### src/rtl/cpu_ctrl_pkg.sv
// rtl/cpu_ctrl_pkg.sv - shared opcodes, instruction classes, sequencer states and IR field positions
package cpu_ctrl_pkg;
  localparam int OPC_MSB = 31;
  localparam int OPC_LSB = 27;
  localparam int RA_MSB  = 26;
  localparam int RA_LSB  = 23;
  localparam int RB_MSB  = 22;
  localparam int RB_LSB  = 19;
  localparam int RC_MSB  = 18;
  localparam int RC_LSB  = 15;

  localparam logic [4:0] OP_ADD  = 5'b00011;
  localparam logic [4:0] OP_SUB  = 5'b00100;
  localparam logic [4:0] OP_SHR  = 5'b00101;
  localparam logic [4:0] OP_SHRA = 5'b00110;
  localparam logic [4:0] OP_SHL  = 5'b00111;
  localparam logic [4:0] OP_ROR  = 5'b01000;
  localparam logic [4:0] OP_ROL  = 5'b01001;
  localparam logic [4:0] OP_AND  = 5'b01010;
  localparam logic [4:0] OP_OR   = 5'b01011;
  localparam logic [4:0] OP_MUL  = 5'b01111;
  localparam logic [4:0] OP_DIV  = 5'b10000;
  localparam logic [4:0] OP_NOP  = 5'b11010;
  localparam logic [4:0] OP_HALT = 5'b11011;

  typedef enum logic [2:0] {
    CLS_ALU,
    CLS_MULDIV,
    CLS_NOP,
    CLS_HALT,
    CLS_ILLEGAL
  } op_class_e;

  typedef enum logic [3:0] {
    RESET_S = 4'd0,
    T0      = 4'd1,
    T1      = 4'd2,
    T2      = 4'd3,
    T3      = 4'd4,
    T4      = 4'd5,
    T5      = 4'd6,
    T6      = 4'd7,
    HALT_S  = 4'd8
  } state_e;
endpackage

### src/rtl/control_sequencer_if.sv
// rtl/control_sequencer_if.sv - instruction input and datapath control strobes of the sequencer
interface control_sequencer_if;
  logic [31:0] ir;
  logic        stop;
  logic        PCout, PCin, IncPC;
  logic        MARin, MDRin, MDRout, Read;
  logic        IRin, Yin, Zin;
  logic        Zlowout, Zhighout, HIin, LOin;
  logic        Gra, Grb, Grc, Rin, Rout;
  logic [4:0]  operation;
  logic        run;
  logic        illegal;

  modport master (
    input  ir, stop,
    output PCout, PCin, IncPC, MARin, MDRin, MDRout, Read, IRin, Yin, Zin,
           Zlowout, Zhighout, HIin, LOin, Gra, Grb, Grc, Rin, Rout,
           operation, run, illegal
  );

  modport slave (
    output ir, stop,
    input  PCout, PCin, IncPC, MARin, MDRin, MDRout, Read, IRin, Yin, Zin,
           Zlowout, Zhighout, HIin, LOin, Gra, Grb, Grc, Rin, Rout,
           operation, run, illegal
  );
endinterface

### src/rtl/control_sequencer_decode.sv
// rtl/control_sequencer_decode.sv - maps the opcode field to an instruction class
module op_class_decode
  import cpu_ctrl_pkg::*;
(
  input  logic [4:0] opcode,
  output op_class_e  op_class
);
  always_comb begin
    op_class = CLS_ILLEGAL;
    case (opcode)
      OP_ADD, OP_SUB, OP_SHR, OP_SHRA, OP_SHL,
      OP_ROR, OP_ROL, OP_AND, OP_OR:  op_class = CLS_ALU;
      OP_MUL, OP_DIV:                 op_class = CLS_MULDIV;
      OP_NOP:                         op_class = CLS_NOP;
      OP_HALT:                        op_class = CLS_HALT;
      default:                        op_class = CLS_ILLEGAL;
    endcase
  end
endmodule

### src/rtl/control_sequencer.sv
// rtl/control_sequencer.sv - hardwired fetch/execute control sequencer with Moore strobes
module control_sequencer
  import cpu_ctrl_pkg::*;
(
  input  logic               clk,
  input  logic               clr,
  control_sequencer_if.master bus
);
  state_e    state, state_next, after_exec;
  op_class_e op_class;
  logic [4:0] opcode;
  logic      illegal_q;

  assign opcode = bus.ir[OPC_MSB:OPC_LSB];

  op_class_decode u_decode (
    .opcode   (opcode),
    .op_class (op_class)
  );

  // stop only matters on the final execute step of each class
  assign after_exec = bus.stop ? HALT_S : T0;

  always_ff @(posedge clk or negedge clr) begin
    if (!clr) begin
      state     <= RESET_S;
      illegal_q <= 1'b0;
    end else begin
      state <= state_next;
      if (state == T3 && op_class == CLS_ILLEGAL)
        illegal_q <= 1'b1;
    end
  end

  always_comb begin
    state_next    = state;
    bus.PCout     = 1'b0;
    bus.PCin      = 1'b0;
    bus.IncPC     = 1'b0;
    bus.MARin     = 1'b0;
    bus.MDRin     = 1'b0;
    bus.MDRout    = 1'b0;
    bus.Read      = 1'b0;
    bus.IRin      = 1'b0;
    bus.Yin       = 1'b0;
    bus.Zin       = 1'b0;
    bus.Zlowout   = 1'b0;
    bus.Zhighout  = 1'b0;
    bus.HIin      = 1'b0;
    bus.LOin      = 1'b0;
    bus.Gra       = 1'b0;
    bus.Grb       = 1'b0;
    bus.Grc       = 1'b0;
    bus.Rin       = 1'b0;
    bus.Rout      = 1'b0;
    bus.operation = 5'b00000;
    bus.run       = (state != RESET_S) && (state != HALT_S);
    bus.illegal   = illegal_q;

    case (state)
      RESET_S: state_next = T0;
      T0: begin
        bus.PCout = 1'b1; bus.MARin = 1'b1; bus.IncPC = 1'b1; bus.Zin = 1'b1;
        state_next = T1;
      end
      T1: begin
        bus.Zlowout = 1'b1; bus.PCin = 1'b1; bus.Read = 1'b1; bus.MDRin = 1'b1;
        state_next = T2;
      end
      T2: begin
        bus.MDRout = 1'b1; bus.IRin = 1'b1;
        state_next = T3;
      end
      T3: begin
        case (op_class)
          CLS_ALU: begin
            bus.Grb = 1'b1; bus.Rout = 1'b1; bus.Yin = 1'b1;
            state_next = T4;
          end
          CLS_MULDIV: begin
            bus.Gra = 1'b1; bus.Rout = 1'b1; bus.Yin = 1'b1;
            state_next = T4;
          end
          CLS_HALT: state_next = HALT_S;
          default:  state_next = after_exec;
        endcase
      end
      T4: begin
        bus.Rout = 1'b1; bus.Zin = 1'b1; bus.operation = opcode;
        if (op_class == CLS_MULDIV) bus.Grb = 1'b1;
        else                        bus.Grc = 1'b1;
        state_next = T5;
      end
      T5: begin
        bus.Zlowout = 1'b1;
        if (op_class == CLS_MULDIV) begin
          bus.LOin   = 1'b1;
          state_next = T6;
        end else begin
          bus.Gra = 1'b1; bus.Rin = 1'b1;
          state_next = after_exec;
        end
      end
      T6: begin
        bus.Zhighout = 1'b1; bus.HIin = 1'b1;
        state_next = after_exec;
      end
      HALT_S:  state_next = HALT_S;
      default: state_next = RESET_S;
    endcase
  end
endmodule

### src/flat_wrapper.sv
// flat-port wrapper written by rule: the top's interface ports become plain ports
module control_sequencer_flat import cpu_ctrl_pkg::*;
  (clk, clr, bus_ir, bus_stop, bus_PCout, bus_PCin, bus_IncPC, bus_MARin, bus_MDRin, bus_MDRout, bus_Read, bus_IRin, bus_Yin, bus_Zin, bus_Zlowout, bus_Zhighout, bus_HIin, bus_LOin, bus_Gra, bus_Grb, bus_Grc, bus_Rin, bus_Rout, bus_operation, bus_run, bus_illegal);
  control_sequencer_if bus_i ();
  input  logic clk;
  input  logic clr;
  input wire logic [$bits(bus_i.ir)-1:0] bus_ir;
  input wire logic [$bits(bus_i.stop)-1:0] bus_stop;
  output wire logic [$bits(bus_i.PCout)-1:0] bus_PCout;
  output wire logic [$bits(bus_i.PCin)-1:0] bus_PCin;
  output wire logic [$bits(bus_i.IncPC)-1:0] bus_IncPC;
  output wire logic [$bits(bus_i.MARin)-1:0] bus_MARin;
  output wire logic [$bits(bus_i.MDRin)-1:0] bus_MDRin;
  output wire logic [$bits(bus_i.MDRout)-1:0] bus_MDRout;
  output wire logic [$bits(bus_i.Read)-1:0] bus_Read;
  output wire logic [$bits(bus_i.IRin)-1:0] bus_IRin;
  output wire logic [$bits(bus_i.Yin)-1:0] bus_Yin;
  output wire logic [$bits(bus_i.Zin)-1:0] bus_Zin;
  output wire logic [$bits(bus_i.Zlowout)-1:0] bus_Zlowout;
  output wire logic [$bits(bus_i.Zhighout)-1:0] bus_Zhighout;
  output wire logic [$bits(bus_i.HIin)-1:0] bus_HIin;
  output wire logic [$bits(bus_i.LOin)-1:0] bus_LOin;
  output wire logic [$bits(bus_i.Gra)-1:0] bus_Gra;
  output wire logic [$bits(bus_i.Grb)-1:0] bus_Grb;
  output wire logic [$bits(bus_i.Grc)-1:0] bus_Grc;
  output wire logic [$bits(bus_i.Rin)-1:0] bus_Rin;
  output wire logic [$bits(bus_i.Rout)-1:0] bus_Rout;
  output wire logic [$bits(bus_i.operation)-1:0] bus_operation;
  output wire logic [$bits(bus_i.run)-1:0] bus_run;
  output wire logic [$bits(bus_i.illegal)-1:0] bus_illegal;
  assign bus_i.ir = bus_ir;
  assign bus_i.stop = bus_stop;
  assign bus_PCout = bus_i.PCout;
  assign bus_PCin = bus_i.PCin;
  assign bus_IncPC = bus_i.IncPC;
  assign bus_MARin = bus_i.MARin;
  assign bus_MDRin = bus_i.MDRin;
  assign bus_MDRout = bus_i.MDRout;
  assign bus_Read = bus_i.Read;
  assign bus_IRin = bus_i.IRin;
  assign bus_Yin = bus_i.Yin;
  assign bus_Zin = bus_i.Zin;
  assign bus_Zlowout = bus_i.Zlowout;
  assign bus_Zhighout = bus_i.Zhighout;
  assign bus_HIin = bus_i.HIin;
  assign bus_LOin = bus_i.LOin;
  assign bus_Gra = bus_i.Gra;
  assign bus_Grb = bus_i.Grb;
  assign bus_Grc = bus_i.Grc;
  assign bus_Rin = bus_i.Rin;
  assign bus_Rout = bus_i.Rout;
  assign bus_operation = bus_i.operation;
  assign bus_run = bus_i.run;
  assign bus_illegal = bus_i.illegal;
  control_sequencer u_core (.clk(clk), .clr(clr), .bus(bus_i));
endmodule
### config.mk
export PLATFORM = sky130hd
export DESIGN_NAME = control_sequencer_flat
export DESIGN_NICKNAME = d
export VERILOG_FILES = /design/src/rtl/cpu_ctrl_pkg.sv /design/src/rtl/control_sequencer_if.sv /design/src/rtl/control_sequencer_decode.sv /design/src/rtl/control_sequencer.sv /design/src/flat_wrapper.sv
export SDC_FILE = /design/constraint.sdc
export NUM_CORES = 1
export LEC_CHECK = 0
export BUFFER_PORTS_ARGS = -buffer_cell sky130_fd_sc_hd__buf_2
export CORE_MARGIN = 2
export CORE_UTILIZATION = 37
export DETAILED_ROUTE_END_ITERATION = 6
export PLACE_DENSITY = 0.86
export SLEW_MARGIN = 10
export SYNTH_ARGS = -nofsm -noshare
export SYNTH_HDL_FRONTEND = slang
export SYNTH_HIERARCHICAL = 1
export SYNTH_SLANG_ARGS = --single-unit
### constraint.sdc
create_clock -name clk -period 2.9 [get_ports clk]
set_input_delay 0 -clock clk [delete_from_list [all_inputs] [get_ports clk]]
set_output_delay 0 -clock clk [all_outputs]
set_load 0.01 [all_outputs]
==> results of run 1 <==
==> logic make-up (layout without fill, tap and decap cells) <==
logic type,Yosys count,count (layout)
simple gates,40,40
buf+inv,16,43
compound gates,15,15
flops,5,5
xor+xnor,2,2
mux,1,1
==> timing repair <==
item | 4_1_cts | 5_1_grt
hold endpoints to repair | 5 | 0
hold buffers | 1 | 0
endpoints found under the setup margin | 0 | 0
==> area by class of cell <==
cell class                      instances  share of cell area (%)
Multi-Input combinational cell         58                    50.8
Timing Repair Buffer                   34                    23.6
Sequential cell                         5                    16.9
Clock buffer                            4                    3.54
Tap cell                               16                    2.70
Inverter                                5                    2.53
==> per-layer routing <==
metal	up-vias	global-route usage, %	routed length, um
met5	-	0	0
met4	0	5.45	0
met3	0	5.42	160
met2	35	24.4	587
met1	287	17.5	626
li1	328	-	-
==> worst min path at each step <==
stage | from | cells past startpoint | end
finish | clr | 2 | u_core/state[1]$_DFF_PN0_
global route | clr | 2 | u_core/state[1]$_DFF_PN0_
CTS | clr | 2 | u_core/state[1]$_DFF_PN0_
detailed placement | clr | 1 | u_core/state[2]$_DFF_PN0_
global placement | clr | 1 | u_core/state[1]$_DFF_PN0_
floorplan | clr | 0 | u_core/bus.illegal$_DFFE_PN0P_
==> registers in the layout (all words and copies together) (netlist names) <==
| name | cells |
|---|---|
| u_core/state | 4 |
| u_core/bus.illegal | 1 |
==> critical path, cell delays in order, from the launching register on <==
cell                       delay, ns
sky130_fd_sc_hd__dfrtp_1        0.51
sky130_fd_sc_hd__nand2b_1       0.31
sky130_fd_sc_hd__or3_1          0.39
sky130_fd_sc_hd__nor3_1         0.14
sky130_fd_sc_hd__buf_2          0.15
==> power by group through the flow <==
stage	sequential, mW	combinational, mW	clock (mW)
global placement	0.183	0.391	0
CTS	0.187	0.402	0.0860
global route	0.196	0.438	0.0930
finish	0.189	0.400	0.0816
floorplan	0.122	0.366	0
detailed placement	0.189	0.397	0
==> placed cells by master (no fill, tap or decap), drive strengths merged <==
cell,synthesis,layout
a2111oi,1,1
a21o,1,1
a21oi,5,5
a221o,1,1
a311oi,1,1
a31o,1,1
and2,6,6
and4bb,1,1
buf,9,33
clkbuf,2,4
dfrtp,5,5
dlygate4sd3,0,1
inv,5,5
mux2i,1,1
nand2,3,3
nand2b,2,2
nand3,1,1
nand3b,1,1
nor2,7,7
nor2b,1,1
nor3,9,9
nor3b,2,2
nor4b,1,1
o21ai,1,1
o221a,1,1
o22ai,3,3
or2,1,1
or2b,2,2
or3,2,2
or3b,1,1
xnor2,2,2
==> through the flow <==
| step | hold WS, ns | total power, mW |
|---|---|---|
| floorplan | -0.296 | 0.488 |
| global placement | -0.186 | 0.574 |
| detailed placement | -0.184 | 0.585 |
| CTS | 0.0934 | 0.674 |
| global route | 0.104 | 0.727 |
| finish | 0.0964 | 0.671 |
==> run_summary.xml, run 1 <==
<?xml version="1.0" encoding="UTF-8"?>
<metrics>
  <group name="logic_synthesis">
    <metric name="netlist_area" unit="um^2">588</metric>
    <metric name="area_contributors_post_synth" unit="">sky130_fd_sc_hd__dfrtp_1, sky130_fd_sc_hd__nor3_1, sky130_fd_sc_hd__buf_4, sky130_fd_sc_hd__and2_1, sky130_fd_sc_hd__nor2_1</metric>
    <metric name="synth_async_sr_flop_share" unit="%">100</metric>
    <metric name="main_combinational_cell_family_by_area_after_synthesis" unit="">simple AND/OR/NAND/NOR gates</metric>
    <metric name="post_synth.cell_area_avg" unit="um^2">7.44</metric>
    <metric name="syn-instance-count" unit="">79</metric>
    <metric name="synthSimpleGateAreaFrac" unit="%">40.6</metric>
    <metric name="yosys.area_share.adder" unit="%">0</metric>
    <metric name="library_cells_used_by_synthesis" unit="">32</metric>
    <metric name="synth.top_cell.area_share" unit="%">21.3</metric>
    <metric name="ys_seq_elements" unit="">5</metric>
    <metric name="synth_enable_flop_cells" unit="">0</metric>
    <metric name="synth-compound-area-share" unit="%">18.7</metric>
    <metric name="synth.area.mux_share" unit="%">1.70</metric>
    <metric name="synth_commonest_cells" unit="">sky130_fd_sc_hd__nor3_1, sky130_fd_sc_hd__nor2_1, sky130_fd_sc_hd__and2_1, sky130_fd_sc_hd__buf_4</metric>
    <metric name="synth.yosys.warnings" unit="">6</metric>
    <metric name="synth_seq_area_share" unit="%">21.3</metric>
    <metric name="synth_largest_area_cell" unit="">sky130_fd_sc_hd__dfrtp_1</metric>
    <metric name="number_of_nets_in_the_synthesized_netlist" unit="">114</metric>
    <metric name="xor_xnor_share_of_the_synthesized_area" unit="%">2.98</metric>
    <metric name="synth_most_common_cell" unit="">sky130_fd_sc_hd__nor3_1</metric>
    <metric name="yosys_most_used_dff" unit="">sky130_fd_sc_hd__dfrtp_1</metric>
  </group>
  <group name="clock_network">
    <metric name="htree_num_levels" unit="">1</metric>
    <metric name="clk-insertion-delay-late" unit="ns">0.24</metric>
    <metric name="numCtsBuffers" unit="">3</metric>
    <metric name="cts.root.buffer_cell" unit="">sky130_fd_sc_hd__clkbuf_4</metric>
    <metric name="cts.sink_count" unit="">5</metric>
    <metric name="tritoncts_clock_tree" unit="">yes</metric>
    <metric name="cts.reportedPaths.clkPinSlew" unit="ns">0.05</metric>
    <metric name="cts.path.max_buffers" unit="">2</metric>
    <metric name="postCtsSetupRepairBufs" unit="">0</metric>
    <metric name="post_cts.resized_instances" unit="">0</metric>
  </group>
  <group name="power">
    <metric name="power_frac_clock" unit="%">12.2</metric>
    <metric name="power.sequential.fraction" unit="%">28.1</metric>
    <metric name="ir_drop" unit="uV">549</metric>
    <metric name="power.switching" unit="uW">333</metric>
    <metric name="power.switching_fraction" unit="%">49.6</metric>
    <metric name="powerDensity" unit="nW/um^2">904</metric>
    <metric name="power_leakage" unit="nW">0.379</metric>
    <metric name="internal_power" unit="uW">338</metric>
    <metric name="comb_power_share" unit="%">59.7</metric>
  </group>
  <group name="floorplanning">
    <metric name="area_enclosed_by_the_die_boundary" unit="um^2">1920</metric>
    <metric name="die_w" unit="um">43.9</metric>
    <metric name="boundaryPins" unit="">61</metric>
    <metric name="core_area" unit="um^2">1510</metric>
    <metric name="placement_rows" unit="">14</metric>
    <metric name="floorplan.initialDensity" unit="%">39.0</metric>
    <metric name="die-height" unit="um">43.9</metric>
  </group>
  <group name="detailed_routing">
    <metric name="via_count" unit="">650</metric>
    <metric name="route.detailed.vias_per_inst" unit="">5.33</metric>
    <metric name="initialDrtViolationCount" unit="">10</metric>
    <metric name="routed_wire_length_per_instance" unit="um">11.3</metric>
    <metric name="final_routed_wirelength_across_all_metal_layers" unit="mm">1.37</metric>
    <metric name="drc" unit="">0</metric>
    <metric name="antenna_left" unit="">0</metric>
    <metric name="dr.pass1.iters" unit="">4</metric>
  </group>
  <group name="global_route">
    <metric name="grt_pass1_wl" unit="mm">2.19</metric>
    <metric name="antenna_found_initial" unit="">0</metric>
    <metric name="grt_pass1_vias" unit="">542</metric>
    <metric name="grt_start_max_net_pins" unit="">13</metric>
    <metric name="global_route.overflow_total" unit="">0</metric>
    <metric name="groute.usage.overall" unit="%">14.8</metric>
  </group>
  <group name="setup_path">
    <metric name="r2r.worst_path.cells" unit="">3</metric>
    <metric name="timing.reg2reg.setup_slack" unit="ns">1.40</metric>
    <metric name="required_time_of_the_worst_setup_path" unit="ns">2.90</metric>
    <metric name="timing.critical_path.from" unit="">u_core/state[3]$_DFF_PN0_</metric>
    <metric name="timing.setup.critical_path_class" unit="">flop to output port</metric>
    <metric name="worst_setup_path_endpoint" unit="">bus_Yin</metric>
    <metric name="critical_path_maximum_fanout" unit="">12</metric>
    <metric name="crit_path_start_kind" unit="">flop</metric>
    <metric name="cp.arrival" unit="ns">1.75</metric>
    <metric name="worst_r2r_end" unit="">u_core/state[3]$_DFF_PN0_</metric>
    <metric name="crit_path_end_kind" unit="">output port</metric>
    <metric name="source_of_the_worst_register_to_register_timing_path" unit="">u_core/state[3]$_DFF_PN0_</metric>
  </group>
  <group name="timing">
    <metric name="achievable-frequency" unit="MHz">571</metric>
    <metric name="finalClockSkew" unit="ns">0.00355</metric>
    <metric name="final_min_period_over_clock_period" unit="%">60.4</metric>
    <metric name="hold_violations" unit="">0</metric>
    <metric name="unrepaired_setup_endpoints_after_global_routing" unit="">no</metric>
    <metric name="setup_violations" unit="">0</metric>
    <metric name="finalWorstPathRequiredPeriod" unit="ns">1.75</metric>
    <metric name="setup_slack" unit="ns">1.15</metric>
    <metric name="setup-tns-final" unit="ns">0</metric>
    <metric name="timing.final.max_slew_violations" unit="">0</metric>
    <metric name="worst_slew_margin_rel" unit="%">75.1</metric>
    <metric name="timing_worst_slew_pin_value" unit="ns">0.364</metric>
  </group>
  <group name="cells_and_area">
    <metric name="layoutNonFillerInstCount" unit="">122</metric>
    <metric name="final.fill_count" unit="">169</metric>
    <metric name="area_taken_by_multi_input_logic_gates" unit="um^2">377</metric>
    <metric name="finalInstanceArea" unit="um^2">742</metric>
    <metric name="area_growth_syn_to_layout" unit="%">26.2</metric>
    <metric name="register_area" unit="um^2">125</metric>
    <metric name="utilization" unit="%">49.3</metric>
    <metric name="diodes" unit="">0</metric>
    <metric name="nNetsFinal" unit="">142</metric>
    <metric name="drive_gt1_share" unit="%">37.7</metric>
  </group>
  <group name="place">
    <metric name="post_dp_cell_area" unit="um^2">706</metric>
    <metric name="place.detailed.hpwl" unit="mm">1.02</metric>
    <metric name="detailedPlace.worstSlack" unit="ns">1.14</metric>
    <metric name="numPlacedInstances" unit="">117</metric>
    <metric name="buffer_ports.inserted" unit="">33</metric>
    <metric name="gpl.final_weighted_congestion" unit="">0.837</metric>
  </group>
  <group name="worst_hold_path">
    <metric name="worstHoldPathType" unit="">primary input to asynchronous set/reset pin</metric>
  </group>
  <group name="outcome">
    <metric name="status" unit="">finished clean</metric>
  </group>
  <group name="job">
    <metric name="max_cap_check_violation_count" unit="">0</metric>
  </group>
</metrics>
(Power assumes the default switching activity.)
==> run 2, diff against run 1 <==
--- a/config.mk
+++ b/config.mk
@@ -7,9 +7,9 @@
 export LEC_CHECK = 0
 export BUFFER_PORTS_ARGS = -buffer_cell sky130_fd_sc_hd__buf_2
 export CORE_MARGIN = 2
-export CORE_UTILIZATION = 37
+export CORE_UTILIZATION = 31
 export DETAILED_ROUTE_END_ITERATION = 6
-export PLACE_DENSITY = 0.86
+export PLACE_DENSITY = 0.77
 export SLEW_MARGIN = 10
 export SYNTH_ARGS = -nofsm -noshare
 export SYNTH_HDL_FRONTEND = slang
==> constraint.sdc (replaced) <==
create_clock -name clk -period 1.4 [get_ports clk]
set_input_delay 0 -clock clk [delete_from_list [all_inputs] [get_ports clk]]
set_output_delay 0 -clock clk [all_outputs]
set_load 0.01 [all_outputs]
==> run 2 against run 1 <==
  * The run now ends with setup timing left
  * Register-to-register slack lost 1.3 ns
  * Worst hold slack gained 0.0060 ns
  * Via count grew 24%
  * Power grew to 3.1 times the previous value
  * Critical path depth grew 5
  * Global-route usage grew 2.4 points
  * First-iteration DRC count shrank 20%
  * Non-clock buffer count grew 27
  * Routed wire length grew 69%
  * Final area grew 54%
  * Cell count grew 30%
==> run_summary.xml, run 2 (synthesized netlist as in run 1, its figures left out) <==
<?xml version="1.0" encoding="UTF-8"?>
<metrics>
  <group name="floorplanning">
    <metric name="core_area" unit="um^2">1760</metric>
    <metric name="die-height" unit="um">47.6</metric>
    <metric name="area_enclosed_by_the_die_boundary" unit="um^2">2260</metric>
    <metric name="floorplan.initialDensity" unit="%">33.3</metric>
    <metric name="die_w" unit="um">47.6</metric>
    <metric name="boundaryPins" unit="">61</metric>
    <metric name="placement_rows" unit="">15</metric>
  </group>
  <group name="clock_network">
    <metric name="htree_num_levels" unit="">1</metric>
    <metric name="numCtsBuffers" unit="">3</metric>
    <metric name="cts.reportedPaths.clkPinSlew" unit="ns">0.05</metric>
    <metric name="tritoncts_clock_tree" unit="">yes</metric>
    <metric name="cts.sink_count" unit="">5</metric>
    <metric name="cts.root.buffer_cell" unit="">sky130_fd_sc_hd__clkbuf_4</metric>
    <metric name="cts.path.max_buffers" unit="">2</metric>
    <metric name="clk-insertion-delay-late" unit="ns">0.24</metric>
  </group>
  <group name="cells_and_area">
    <metric name="final_common_cell" unit="">sky130_fd_sc_hd__buf_2</metric>
    <metric name="diodes" unit="">0</metric>
    <metric name="register_ranked_first_by_flip_flop_count" unit="">u_core/state</metric>
    <metric name="area_taken_by_multi_input_logic_gates" unit="um^2">526</metric>
    <metric name="register_area" unit="um^2">129</metric>
    <metric name="layoutNonFillerInstCount" unit="">158</metric>
    <metric name="most-common-layout-cells" unit="">sky130_fd_sc_hd__buf_2, sky130_fd_sc_hd__buf_4, sky130_fd_sc_hd__buf_6, sky130_fd_sc_hd__nor2_1, sky130_fd_sc_hd__nor3_4</metric>
    <metric name="finalInstanceArea" unit="um^2">1140</metric>
    <metric name="area_growth_syn_to_layout" unit="%">94.7</metric>
    <metric name="final.fill_count" unit="">165</metric>
    <metric name="largest_reg_flops" unit="">4</metric>
    <metric name="nNetsFinal" unit="">169</metric>
    <metric name="drive_gt1_share" unit="%">70.7</metric>
  </group>
  <group name="place">
    <metric name="place.detailed.hpwl" unit="mm">1.37</metric>
    <metric name="detailedPlace.worstSlack" unit="ns">-0.262</metric>
    <metric name="numPlacedInstances" unit="">139</metric>
    <metric name="post_dp_cell_area" unit="um^2">841</metric>
    <metric name="gpl.final_weighted_congestion" unit="">0.805</metric>
    <metric name="buffer_ports.inserted" unit="">33</metric>
  </group>
  <group name="setup_path">
    <metric name="worst_r2r_end" unit="">u_core/state[0]$_DFF_PN0_</metric>
    <metric name="crit_path_end_kind" unit="">flop</metric>
    <metric name="cp.arrival" unit="ns">1.75</metric>
    <metric name="required_time_of_the_worst_setup_path" unit="ns">1.55</metric>
    <metric name="crit_path_start_kind" unit="">primary input</metric>
    <metric name="timing.setup.critical_path_class" unit="">primary input to flop</metric>
    <metric name="critical_path_maximum_fanout" unit="">5</metric>
    <metric name="r2r.worst_path.cells" unit="">5</metric>
    <metric name="source_of_the_worst_register_to_register_timing_path" unit="">u_core/state[1]$_DFF_PN0_</metric>
    <metric name="timing.reg2reg.setup_slack" unit="ns">0.08</metric>
  </group>
  <group name="outcome">
    <metric name="violations_in_the_final_reports" unit="">setup timing</metric>
    <metric name="status" unit="">finished with violations</metric>
  </group>
  <group name="global_route">
    <metric name="antenna_found_initial" unit="">0</metric>
    <metric name="grt_pass1_wl" unit="mm">2.77</metric>
    <metric name="grt_pass1_vias" unit="">673</metric>
    <metric name="grt_start_max_net_pins" unit="">11</metric>
    <metric name="groute.usage.overall" unit="%">17.2</metric>
    <metric name="global_route.overflow_total" unit="">0</metric>
  </group>
  <group name="detailed_routing">
    <metric name="route.detailed.vias_per_inst" unit="">5.11</metric>
    <metric name="drc" unit="">0</metric>
    <metric name="dr.pass1.iters" unit="">4</metric>
    <metric name="initialDrtViolationCount" unit="">8</metric>
    <metric name="antenna_left" unit="">0</metric>
    <metric name="final_routed_wirelength_across_all_metal_layers" unit="mm">2.33</metric>
    <metric name="routed_wire_length_per_instance" unit="um">14.7</metric>
    <metric name="via_count" unit="">807</metric>
  </group>
  <group name="timing">
    <metric name="setup_violations" unit="">8</metric>
    <metric name="setup-tns-final" unit="ns">-1.00</metric>
    <metric name="finalWorstPathRequiredPeriod" unit="ns">1.60</metric>
    <metric name="finalClockSkew" unit="ns">0.00312</metric>
    <metric name="timing_worst_slew_pin_value" unit="ns">0.286</metric>
    <metric name="hold_violations" unit="">0</metric>
    <metric name="unrepaired_setup_endpoints_after_global_routing" unit="">yes</metric>
    <metric name="setup_slack" unit="ns">-0.203</metric>
    <metric name="achievable-frequency" unit="MHz">624</metric>
    <metric name="worst_slew_margin_rel" unit="%">80.8</metric>
    <metric name="final_min_period_over_clock_period" unit="%">115</metric>
    <metric name="timing.final.max_slew_violations" unit="">0</metric>
  </group>
  <group name="power">
    <metric name="power_leakage" unit="nW">0.560</metric>
    <metric name="comb_power_share" unit="%">76.0</metric>
    <metric name="internal_power" unit="mW">1.11</metric>
    <metric name="power.sequential.fraction" unit="%">16.0</metric>
    <metric name="power.switching" unit="uW">997</metric>
    <metric name="power_frac_clock" unit="%">8.1</metric>
    <metric name="power.switching_fraction" unit="%">47.4</metric>
    <metric name="powerDensity" unit="nW/um^2">1840</metric>
    <metric name="ir_drop" unit="uV">1190</metric>
  </group>
  <group name="job">
    <metric name="max_cap_check_violation_count" unit="">0</metric>
  </group>
  <group name="worst_hold_path">
    <metric name="worstHoldPathType" unit="">primary input to asynchronous set/reset pin</metric>
  </group>
</metrics>
-- run 2: critical path, cell delays in order --
cell	delay, ns
sky130_fd_sc_hd__buf_6	0.09
sky130_fd_sc_hd__or3_4	0.39
sky130_fd_sc_hd__a21oi_2	0.14
sky130_fd_sc_hd__or2_4	0.12
sky130_fd_sc_hd__or3b_4	0.40
sky130_fd_sc_hd__buf_4	0.16
sky130_fd_sc_hd__buf_6	0.11
sky130_fd_sc_hd__a21o_1	0.16
sky130_fd_sc_hd__a21oi_1	0.18
-- run 2: routing by layer --
layer / vias to the layer above / global-route usage, % / part of all wire (%)
li1: 380 / - / -
met1: 391 / 18.8 / 34
met2: 30 / 33.0 / 60
met5: - / 0 / 0
met3: 6 / 2.64 / 4.0
met4: 0 / 6.49 / 2.1
-- run 2: how the worst max path moves through the flow --
| stage | startpoint | end | cells past startpoint |
|---|---|---|---|
| global route | u_core/state[1]$_DFF_PN0_ | bus_Grb | 4 |
| detailed placement | bus_ir[27] | bus_Gra | 8 |
| floorplan | bus_ir[28] | u_core/state[0]$_DFF_PN0_ | 7 |
| CTS | bus_ir[28] | bus_Gra | 8 |
| global placement | bus_ir[28] | u_core/state[0]$_DFF_PN0_ | 7 |
| finish | bus_ir[28] | u_core/state[1]$_DFF_PN0_ | 9 |
-- run 2: timing repair --
item	CTS	global route
pin swaps	1	4
hold buffers	1	0
resized for setup	12	27
hold endpoints to repair	5	0
setup buffers	6	8
endpoints found under the setup margin	18	24
-- run 2: layout make-up --
class | instances | share of cell area [%]
multi-input combinational | 58 | 45.9
tap | 25 | 2.73
clock buffer | 4 | 2.30
timing repair buffer | 61 | 36.2
inverter | 5 | 1.64
sequential | 5 | 11.3
-- run 2: power groups by stage --
stage | Clock [mW] | Combinational (mW) | Sequential, mW
final | 0.170 | 1.60 | 0.336
after global routing | 0.191 | 1.72 | 0.345
after CTS | 0.176 | 1.12 | 0.338
after detailed placement | 0 | 1.01 | 0.336
after global placement | 0 | 0.997 | 0.335
after floorplan | 0 | 0.773 | 0.252
-- run 2: through the flow --
| stage | total power [mW] | utilization [%] | hold slack, ns |
|---|---|---|---|
| CTS | 1.64 | 55.1 | 0.102 |
| floorplan | 1.03 | - | -0.296 |
| global placement | 1.33 | 47.7 | -0.175 |
| global route | 2.26 | 64.9 | 0.0993 |
| finish | 2.10 | 64.9 | 0.102 |
| detailed placement | 1.35 | 47.7 | -0.177 |
